[src/rtl/maria_pkg.sv]
// maria_pkg: shared types and constants for the Maria line RAM DMA path
package maria_pkg;
    localparam int HDR_ADDR_W = 16;
    localparam int WIDTH_ZERO_BYTES = 32;
    typedef enum logic [2:0] {
        IDLE, LOAD, FETCH, WRITE, DRAIN, ABORT_WAIT, SWAP, DONE
    } lram_seq_state_t;
    typedef struct packed {
        logic [HDR_ADDR_W-1:0] addr;
        logic [4:0] width;
        logic [2:0] palette;
        logic [7:0] hpos;
        logic wm;
        logic last;
    } dl_header_t;
    function automatic logic [5:0] obj_bytes(input logic [4:0] width);
        return width == 5'd0 ? 6'(WIDTH_ZERO_BYTES) : {1'b0, width};
    endfunction
endpackage

[src/rtl/lram_byte_budget.sv]
// lram_byte_budget: per-line fetched-byte counter with sticky budget flag
module lram_byte_budget #(
    parameter int LINE_BUDGET = 128
) (
    input  logic SYSCLK,
    input  logic RESET,
    input  logic inc,
    input  logic clr,
    output logic at_limit,
    output logic budget_hit
);
    logic [7:0] count;
    assign at_limit = inc && (count + 8'd1 == 8'(LINE_BUDGET));
    always_ff @(posedge SYSCLK or posedge RESET)
        if (RESET) begin
            count <= '0;
            budget_hit <= 1'b0;
        end else begin
            count <= clr ? 8'd0 : count + {7'd0, inc};
            budget_hit <= clr ? 1'b0 : budget_hit | at_limit;
        end
endmodule

[src/rtl/lram_dma_sequencer.sv]
// lram_dma_sequencer: fetches display-list object bytes and writes them to the line RAM
module lram_dma_sequencer
    import maria_pkg::*;
#(
    parameter int ADDR_W = HDR_ADDR_W,
    parameter int LINE_BUDGET = 128
) (
    input  logic SYSCLK,
    input  logic RESET,
    input  logic LINE_START,
    input  logic DMA_EN,
    input  logic HDR_VALID,
    output logic HDR_READY,
    input  logic [ADDR_W-1:0] HDR_ADDR,
    input  logic [4:0] HDR_WIDTH,
    input  logic [2:0] HDR_PALETTE,
    input  logic [7:0] HDR_HPOS,
    input  logic HDR_WM,
    input  logic HDR_LAST,
    output logic MEM_REQ,
    output logic [ADDR_W-1:0] MEM_ADDR,
    input  logic MEM_ACK,
    input  logic [7:0] MEM_DATA,
    output logic [7:0] INPUT_ADDR,
    output logic [2:0] PALETTE,
    output logic [7:0] PIXELS,
    output logic WM,
    output logic INPUT_W,
    output logic PALETTE_W,
    output logic WM_W,
    output logic PIXELS_W,
    output logic LRAM_SWAP,
    output logic BUSY,
    output logic OVERRUN,
    output logic BUDGET_HIT
);
    lram_seq_state_t state, state_nxt;
    dl_header_t hdr;
    logic [5:0] idx;
    logic [7:0] pix;
    logic hs, at_limit, overrun_ls;
    assign hs = HDR_VALID && HDR_READY;
    assign overrun_ls = LINE_START && (state inside {LOAD, FETCH, WRITE, DRAIN});
    lram_byte_budget #(.LINE_BUDGET(LINE_BUDGET)) u_budget (
        .SYSCLK(SYSCLK),
        .RESET(RESET),
        .inc(state == WRITE),
        .clr(state == SWAP),
        .at_limit(at_limit),
        .budget_hit(BUDGET_HIT)
    );
    always_ff @(posedge SYSCLK or posedge RESET)
        if (RESET) state <= DONE;
        else state <= state_nxt;
    always_comb begin
        state_nxt = state;
        case (state)
            IDLE:       state_nxt = LINE_START ? SWAP : hs ? LOAD : IDLE;
            LOAD:       state_nxt = LINE_START ? SWAP : FETCH;
            // an overrun that coincides with the ack has nothing left to wait for
            FETCH:      state_nxt = LINE_START ? (MEM_ACK ? SWAP : ABORT_WAIT) : MEM_ACK ? WRITE : FETCH;
            WRITE:      state_nxt = LINE_START ? SWAP
                                  : at_limit ? (hdr.last ? DONE : DRAIN)
                                  : idx + 6'd1 != obj_bytes(hdr.width) ? FETCH
                                  : hdr.last ? DONE : IDLE;
            DRAIN:      state_nxt = LINE_START ? SWAP : hs && HDR_LAST ? DONE : DRAIN;
            ABORT_WAIT: state_nxt = MEM_ACK ? SWAP : ABORT_WAIT;
            SWAP:       state_nxt = IDLE;
            DONE:       state_nxt = LINE_START ? SWAP : DONE;
            default:    state_nxt = DONE;
        endcase
    end
    always_ff @(posedge SYSCLK or posedge RESET)
        if (RESET) begin
            hdr <= '0;
            idx <= '0;
            pix <= '0;
            OVERRUN <= 1'b0;
        end else begin
            OVERRUN <= OVERRUN | overrun_ls;
            if (state == IDLE && hs) begin
                hdr <= '{addr: HDR_ADDR_W'(HDR_ADDR), width: HDR_WIDTH, palette: HDR_PALETTE,
                         hpos: HDR_HPOS, wm: HDR_WM, last: HDR_LAST};
                idx <= '0;
            end
            if (state == FETCH && MEM_ACK) pix <= MEM_DATA;
            if (state == WRITE) idx <= idx + 6'd1;
        end
    always_comb begin
        HDR_READY = (state == IDLE && DMA_EN) || state == DRAIN;
        MEM_REQ = state == FETCH || state == ABORT_WAIT;
        MEM_ADDR = MEM_REQ ? ADDR_W'(hdr.addr + HDR_ADDR_W'(idx)) : '0;
        INPUT_W = state == LOAD;
        PALETTE_W = state == LOAD;
        WM_W = state == LOAD;
        INPUT_ADDR = INPUT_W ? hdr.hpos : 8'd0;
        PALETTE = INPUT_W ? hdr.palette : 3'd0;
        WM = INPUT_W && hdr.wm;
        PIXELS_W = state == WRITE;
        PIXELS = PIXELS_W ? pix : 8'd0;
        LRAM_SWAP = state == SWAP;
        BUSY = !(state inside {IDLE, DONE});
    end
endmodule

[config.mk]
export PLATFORM = sky130hd
export DESIGN_NAME = lram_dma_sequencer
export DESIGN_NICKNAME = d
export VERILOG_FILES = /design/src/rtl/maria_pkg.sv /design/src/rtl/lram_byte_budget.sv /design/src/rtl/lram_dma_sequencer.sv
export SDC_FILE = /design/constraint.sdc
export NUM_CORES = 1
export LEC_CHECK = 0
export CAP_MARGIN = 20
export CORE_MARGIN = 2
export CORE_UTILIZATION = 44
export CTS_CLUSTER_DIAMETER = 30
export CTS_CLUSTER_SIZE = 10
export DETAILED_ROUTE_END_ITERATION = 8
export MAX_ROUTING_LAYER = met4
export PLACE_DENSITY = 0.77
export RECOVER_POWER = 100
export SLEW_MARGIN = 20
export SYNTH_ARGS = -nofsm -noshare
export SYNTH_HDL_FRONTEND = slang
export SYNTH_SLANG_ARGS = --single-unit
[constraint.sdc]
create_clock -name SYSCLK -period 2.4 [get_ports SYSCLK]
set_clock_uncertainty 0.15 [all_clocks]
set_input_delay 0.36 -clock SYSCLK [delete_from_list [all_inputs] [get_ports SYSCLK]]
set_output_delay 0.36 -clock SYSCLK [all_outputs]
set_load 0.02 [all_outputs]
# Word level (Yosys, flattened, before mapping)
# Index checks and enable logic that the tools add are counted.
# totals
regBits,61
in_bits,48
output_inout_bits,46
# op_classes
addsub,4
n_eq_ne,9
muxes,24
n_bitwise,2
reduce_logical,16
# ops
operator,count
$mux 3,8
$mux 8,3
$pmux 3 s8,1
$mux 6,3
$add 16x6->16,1
$mux 16,1
$eq 3x3->1 const B,4
$add 8x1->8,1
$add 8x1->8 const B,1
$eq 8x8->1 const B,1
$logic_and 1x1->1,8
$mux 2,4
$add 6x1->6 const B,1
$eq 3x2->1 const B,2
$ne 6x6->1,1
$logic_not 5->1,1
$mux 1,4
$reduce_bool 2->1,2
$reduce_bool 4->1,1
$eq 3x1->1 const B,1
$logic_not 3->1,1
$logic_or 1x1->1,2
$or 1x1->1,2
$logic_not 1->1,1

# Longest topological paths before layout
# Gate-level depths: netlist of run 1.
# depth
word_depth,8
mapped_depth,9
depth_no_buf,8

# Hierarchy
# Synthesis of run 1 repeated with hierarchy kept, for this count alone.
# hier_totals
cells_unflattened,345
hier_area_um2,3554.7
# by_module_without_submodules
mod,n_inst,cells_per_inst,area_each_um2,seq_area_each_um2
lram_dma_sequencer,1,303,3100.5,1305.0
lram_byte_budget,1,42,454.2,225.2

# Worst setup path before layout of run 1
# No wires, ideal clock.
# synth_path
path_kind,reg-to-output
start,reg idx[0]
end,out MEM_ADDR[6]
t_arrival_ns,2.137
required_ns,1.890
setup_slack_ns,-0.247
path_stages_with_launch,8
path_buffers,0
cell_sequence,dfrtp_1 > ha_1 > fa_1 > a21o_1 > a21oi_1 > o21bai_1 > a21oi_1 > mux2i_1
# synth_via
elab_chain_len,2
# synth_rtl
item,line,rtl
from (decl),lram_dma_sequencer.sv:39,logic [5:0] idx;
from (signal assigned),lram_dma_sequencer.sv:87,if (state == WRITE) idx <= idx + 6'd1;
$add 16x6->16,lram_dma_sequencer.sv:92,MEM_ADDR = MEM_REQ ? ADDR_W'(hdr.addr + HDR_ADDR_W'(idx)) : '0;
$mux 16,lram_dma_sequencer.sv:92,
to (decl),lram_dma_sequencer.sv:21,"output logic [ADDR_W-1:0] MEM_ADDR,"
# No other way between the ends.

# Worst setup path in the final report of run 1
# layout_path
start,reg hdr[19] (netlist bit)
end,out MEM_ADDR[6]
# layout_via
elab_chain_len,2
# layout_rtl
item,line,rtl
from (decl),lram_dma_sequencer.sv:38,dl_header_t hdr;
from (signal assigned),lram_dma_sequencer.sv:82,"hdr <= '{addr: HDR_ADDR_W'(HDR_ADDR), width: HDR_WIDTH, palette: HDR_PALETTE,"
$add 16x6->16,lram_dma_sequencer.sv:92,
$mux 16,lram_dma_sequencer.sv:92,
# No other way between the ends.

==> flow_summary.ini, run 1 <==
[routing]
avgRoutedWirePerCell_um = 14.1
wl_mm = 9.10
vias_per_cell = 5.07
drt_pass1_iterations = 4
vias = 3277
ant_nets = 0
drt_iter0_markers = 120
drc_errors = 0

[run_status]
status = finished, violations left
violations = negative setup slack

[place]
dp_cells = 625
place_ws_ps = -520
hpwl_mm = 6.66
port_buffers = 93
gp_congestion = 0.883

[clocking]
cts_hold_buf = 0
path_clk_slew_ps = 70
clkLatencyLatePin_ps = 340
cts_root_buffer = clkbuf_8
cts_tree = built
cts_max_level = 3
cts_sinks = 61
cts_made_buffers = 9
cts_buffer_depth = 2

[power_and_ir_drop]
peakVddDrop_mv = 0.637
clock_power_share_pct = 20.7
power.density_nw_per_um2 = 1090
power_frac_seq_pct = 30.3
swShare_pct = 37.8
switchingPower_w = 0.00211
cell_internal_pwr_w = 0.00347
power_leakage_nw = 2.58
power.total_w = 0.00558
p_comb_share_pct = 49.1

[yosys]
yosys_warnings = 0
syn_avg_cell_area_um2 = 8.53
synth.distinct_cells = 42
ys_ff_latch = 61
synth-seq-area-share_pct = 44.6
synth_area_leaders = dfrtp_1 (42%), nand2_1 (13%), ha_1 (3.6%), mux2_2 (3.3%), and3_1 (3.1%)
yosysTopAreaCellShare_pct = 42.3
synth_cells = 402
synth_async_sr_flop_share_pct = 100
synth_top_area_cell = dfrtp_1
synthFlopType = dfrtp_1
syn-cell-area_um2 = 3430
synth_edf_count = 0
synth_fp_nets = 461

[die]
row_count = 32
coreArea_um2 = 7650
io_pins = 94
die_height_um = 92.3
die_x_um = 92.3
initial_core_util_pct = 44.9
die_area_um2 = 8520

[layout]
nets = 598
post-route-util_pct = 67.2
seq_area_um2 = 1530
diodes = 0
instances_no_fill = 646
drive_above_1_share_pct = 22.4
syn2layout_area_growth_pct = 49.8
fillers = 643
multi_input_area_um2 = 1930

[sta]
fin_ws_ps = -411
worst_slew_margin_rel_pct = 39.2
finalHoldViolCount = 0
max_freq_mhz = 356
fin_crit_ps = 2810
worst_pin_slew_ps = 911
rsz0062_at_grt = yes
slew_violations = 0
fin_crit_sh_pct = 117
setup_viol = 31
fin_setup_tns_ps = -6370

[hold_path]
hold_class = reg2reg

[global_route]
grt_max_degree = 27
track_usage_pct = 22.8
grt_pass1_vias = 3324
grt_overflow_total = 0
antenna_found_initial = 0
grt_pass1_wl_mm = 15.2

[worst_setup_path]
endpoint_kind = primary output
crit_type = reg2out
required_ps = 1890
rrSetupSlack_ps = -200
path_max_fanout = 3
startpoint_type = register
cp.arrival_ps = 2300

[job]
max-cap-violations = 0
## synth_stat cells (11+ instances only)
library cell  number
dfrtp_1           58
inv_1             12
nor2_1            28
o21ai_0           13
nand2_1          116
nand3_1           11
a21oi_1           12
and2_1            12
clkbuf_1          17
and3_1            17
## cells by family after synthesis
group	after synthesis	synth area share, %
DFF	61	44.6
adders and majority gates	11	4.23
xor gates and xnor gates	19	4.85
and+or+nand+nor	214	28.6
AOI/OAI and AO/OA	49	8.93
muxes	16	5.03
buffers and inverters	32	3.72
## final cells by class
cell class | instances | share of cell area (%)
Clock buffer | 11 | 2.95
Clock inverter | 5 | 2.07
Inverter | 12 | 0.876
Multi-Input combinational cell | 309 | 37.6
Sequential cell | 61 | 29.8
Tap cell | 102 | 2.48
Timing Repair Buffer | 146 | 24.3
## layout by cell type, fill, tap and decap left out, types with 5 or more instances in the layout
cell / Yosys / layout
clkbuf_1: 17 / 5
and3_1: 17 / 17
xnor2_1: 10 / 8
dfrtp_1: 58 / 58
nand4_1: 5 / 5
mux2_2: 10 / 8
o21ai_0: 13 / 13
buf_6: 0 / 8
and2_1: 12 / 12
mux2i_1: 6 / 5
ha_1: 10 / 9
clkbuf_2: 0 / 10
buf_4: 2 / 46
nand3_1: 11 / 7
nand2_1: 116 / 116
xor2_1: 9 / 9
nor3_1: 5 / 5
nor2_1: 28 / 27
inv_1: 12 / 12
dlygate4sd2_1: 0 / 21
clkdlybuf4s50_1: 0 / 47
clkbuf_8: 0 / 12
a21oi_1: 12 / 5
## metrics by stage
stage	hold WS, ps	instance area [um^2]
2_1_floorplan	287	3490
3_3_place_gp	299	4850
3_5_place_dp	310	4850
4_1_cts	255	5140
5_1_grt	345	5140
6_report	314	5140
## critical path, cell delays in order (launching register included)
cell and delay (ps):
dfrtp_1 410, buf_6 130, fa_2 380, a21o_1 190
a21oi_2 200, o21bai_1 120, a21oi_2 160, mux2i_2 210
buf_4 160
## power by group through the flow
stage	clock network (W)	logic, W	registers (W)
after floorplan	0	0.00148	0.00167
after global placement	0	0.00252	0.00168
after detailed placement	0	0.00259	0.00171
after CTS	0.00117	0.00266	0.00170
after global routing	0.00122	0.00300	0.00174
final	0.00115	0.00274	0.00169
## registers in the layout, summed over array words and instances (netlist names)
signal and flops:
hdr 34, pix 8, u_budget.count 8, idx 6, state 3, OVERRUN 1, u_budget.budget_hit 1
## what timing repair did
item                                    in CTS  in global routing
setup buffers                                4                  2
pin swaps                                   13                  8
resized for setup                          118                 26
endpoints found under the setup margin      44                 24
## metal layers
metal  track usage (%)  share of wire [%]  up-vias
met3              3.34                4.6       19
met1              27.7                 44     1553
met4              8.33                2.0        0
met5                 -                  0        -
li1                  -                  -     1614
met2              38.7                 49       91
## path summary, 6_finish.rpt
check,cells past startpoint,end,from
setup / recovery,8,MEM_ADDR[6],hdr[19]$_DFFE_PP0P_
hold / removal,1,OVERRUN$_DFF_PP0_,OVERRUN$_DFF_PP0_
setup reg to reg,9,u_budget.count[4]$_DFF_PP0_,state[0]$_DFF_PP1_
hold reg to reg,1,OVERRUN$_DFF_PP0_,OVERRUN$_DFF_PP0_
max in group asynchronous,3,idx[0]$_DFFE_PP0P_,RESET
min in group asynchronous,2,hdr[0]$_DFFE_PP0P_,RESET
Power figures use the tool's default switching activity.
==> run 2: changes to the inputs <==
Settings changed: PLACE_DENSITY 0.77 to 0.76, SYNTH_HIERARCHICAL from default to 1.
==> flow_summary.ini, run 2 <==
[run_status]
status = finished, violations left
violations = negative setup slack

[place]
port_buffers = 93
hpwl_mm = 6.54
gp_congestion = 0.895
dp_cells = 564
place_ws_ps = -562

[die]
die_x_um = 93.9
row_count = 32
io_pins = 94
die_height_um = 93.9
initial_core_util_pct = 45.8
die_area_um2 = 8810
coreArea_um2 = 7770

[layout]
final_common_cell = dfrtp_1
instances_no_fill = 591
regMostFlops = hdr
nets = 543
largest_reg_flops = 34
final_cell_mix = dfrtp_1 (57), buf_4 (51), clkdlybuf4s50_1 (47), mux2_2 (40), and2_1 (24)
drive_above_1_share_pct = 37.6
layout_top_registers = hdr: 34 flops, pix: 8 flops, u_budget/count: 8 flops
syn2layout_area_growth_pct = 47.8
fillers = 652
diodes = 0

[routing]
wl_mm = 9.11
drc_errors = 0
drt_pass1_iterations = 7
vias = 3158
avgRoutedWirePerCell_um = 15.4
vias_per_cell = 5.34
drt_iter0_markers = 161
ant_nets = 0

[clocking]
cts_root_buffer = clkbuf_8
cts_hold_buf = 0
cts_buffer_depth = 2
cts_tree = built
cts_made_buffers = 9
clkLatencyLatePin_ps = 330
cts_sinks = 61
cts_max_level = 3
path_clk_slew_ps = 70

[worst_setup_path]
endpoint_kind = primary output
cp.arrival_ps = 2370
crit_type = reg2out
required_ps = 1890
startpoint_type = register
path_max_fanout = 8

[sta]
worst_slew_margin_rel_pct = 14.7
fin_crit_ps = 2880
rsz0062_at_grt = yes
fin_ws_ps = -483
setup_viol = 24
fin_setup_tns_ps = -5800
fin_crit_sh_pct = 120
max_freq_mhz = 347
finalHoldViolCount = 0
slew_violations = 0
worst_pin_slew_ps = 1280

[yosys]
synthAdderAreaFrac_pct = 4.08
synth_simple_gate_area_share_pct = 18.9
yosysMostFrequentCell = dfrtp_1
synth_compound_area_share_pct = 12.3
synth_commonest_cells = dfrtp_1 (58), mux2_2 (40), and2_1 (25), nor2_1 (20), nand2_1 (19)
yosysTopAreaCellShare_pct = 40.8
synth_fp_nets = 404
synth_mux_area_share_pct = 13.9
synth_xor_area_share_pct = 3.84
synth_edf_count = 0
syn_avg_cell_area_um2 = 10.3
yosys_warnings = 6
synth_cells = 345
synth_area_leaders = dfrtp_1 (41%), mux2_2 (13%), and2_1 (4.4%), ha_1 (3.5%), a21oi_1 (2.5%)
ys_ff_latch = 61
synth_top_area_cell = dfrtp_1
synthFlopType = dfrtp_1
synth.distinct_cells = 56
synth-seq-area-share_pct = 43.0
syn-cell-area_um2 = 3550
synth_async_sr_flop_share_pct = 100
synth_top_family_by_area = simple AND/OR/NAND/NOR gates

[global_route]
grt_pass1_vias = 3252
grtUsageMet3_pct = 4.25
grt_overflow_total = 0
grt.busiest_layer = met2
grt.met1_usage_pct = 25.9
grt_util_met2_pct = 38.6
track_usage_pct = 22.2
grt_max_degree = 53
grt_pass1_wl_mm = 15.0
antenna_found_initial = 0

[job]
max-cap-violations = 0

[power_and_ir_drop]
peakVddDrop_mv = 0.553
power.density_nw_per_um2 = 1180
power_leakage_nw = 2.32

[hold_path]
hold_class = in2async
-- run 2: cell count changes in the layout (fill, tap and decap cells not counted), moves of 7 or more --
cell / previous run / this run
and2_1: 12 / 24
and3_1: 17 / 1
dlygate4sd2_1: 21 / 4
mux2_2: 8 / 40
nand2_1: 116 / 19
nor2_1: 27 / 20
-- run 2: report_power, final --
part           internal, W  switching (W)  total, W
Sequential         0.00147       0.000297   0.00177
Combinational      0.00169        0.00170   0.00339
Clock             0.000641       0.000408   0.00105
Total              0.00381        0.00240   0.00621
-- run 2: repair_timing --
item                       in CTS  in global routing
buffers inserted                1                  9
setup endpoints to repair      43                 41
resized for setup             134                 60
cloned                          1                  0
pin swaps                       8                 13
-- run 2: kinds of logic (layout without fill, tap and decap cells) --
logic type,count (synthesis),count (layout)
AND/OR/NAND/NOR,117,117
AO/OA/AOI/OAI,70,70
flip-flops,61,61
multiplexers,44,44
buffers and inverters,28,172
XOR/XNOR,14,14
adder cells (fa/ha/maj),11,11
-- run 2: final cells by class --
type | instances | area, um^2 | share of cell area (%)
multi-input combinational | 256 | 2100 | 39.9
sequential | 61 | 1530 | 29.1
timing repair buffer | 145 | 1220 | 23.2
clock buffer | 11 | 151 | 2.88
tap | 102 | 128 | 2.43
clock inverter | 5 | 82.6 | 1.57
inverter | 11 | 42.5 | 0.810
-- run 2: worst paths after layout --
check	startpoint	endpoint	slack [ps]	depth (start not counted)
setup / recovery	hdr[18]$_DFFE_PP0P_	MEM_ADDR[14]	-480	8
hold / removal	RESET	u_budget/count[4]$_DFF_PP0_	300	2
setup reg to reg	state[1]$_DFF_PP1_	u_budget/count[5]$_DFF_PP0_	-100	8
hold reg to reg	OVERRUN$_DFF_PP0_	OVERRUN$_DFF_PP0_	320	1
max in group asynchronous	RESET	idx[0]$_DFFE_PP0P_	480	3
min in group SYSCLK	OVERRUN$_DFF_PP0_	OVERRUN$_DFF_PP0_	320	1
-- run 2: metal layers --
layer  vias to the layer above  wire length, um
met3                        10              455
li1                       1515                -
met5                         -                0
met4                         0              109
met1                      1519             3860
met2                       114             4680
-- run 2: worst max-delay path, stage by stage (launching register included) --
cell and delay [ps]:
dfrtp_1 390, ha_4 160, fa_2 210, a21o_1 170, a21oi_4 80, o21a_4 230, or4_4 500, a21oi_4 160
buf_6 130
-- run 2: metrics by stage --
step / hold WS (ps) / area, um^2 / total power [W] / util (%)
6_report: 299 / 5250 / 0.00621 / 67.6
5_1_grt: 303 / 5250 / 0.00665 / 67.6
4_1_cts: 163 / 5290 / 0.00612 / 68.1
3_5_place_dp: 309 / 4990 / 0.00496 / 64.2
3_3_place_gp: 292 / 4990 / 0.00485 / 64.2
2_1_floorplan: 37.9 / 3680 / 0.00371 / -
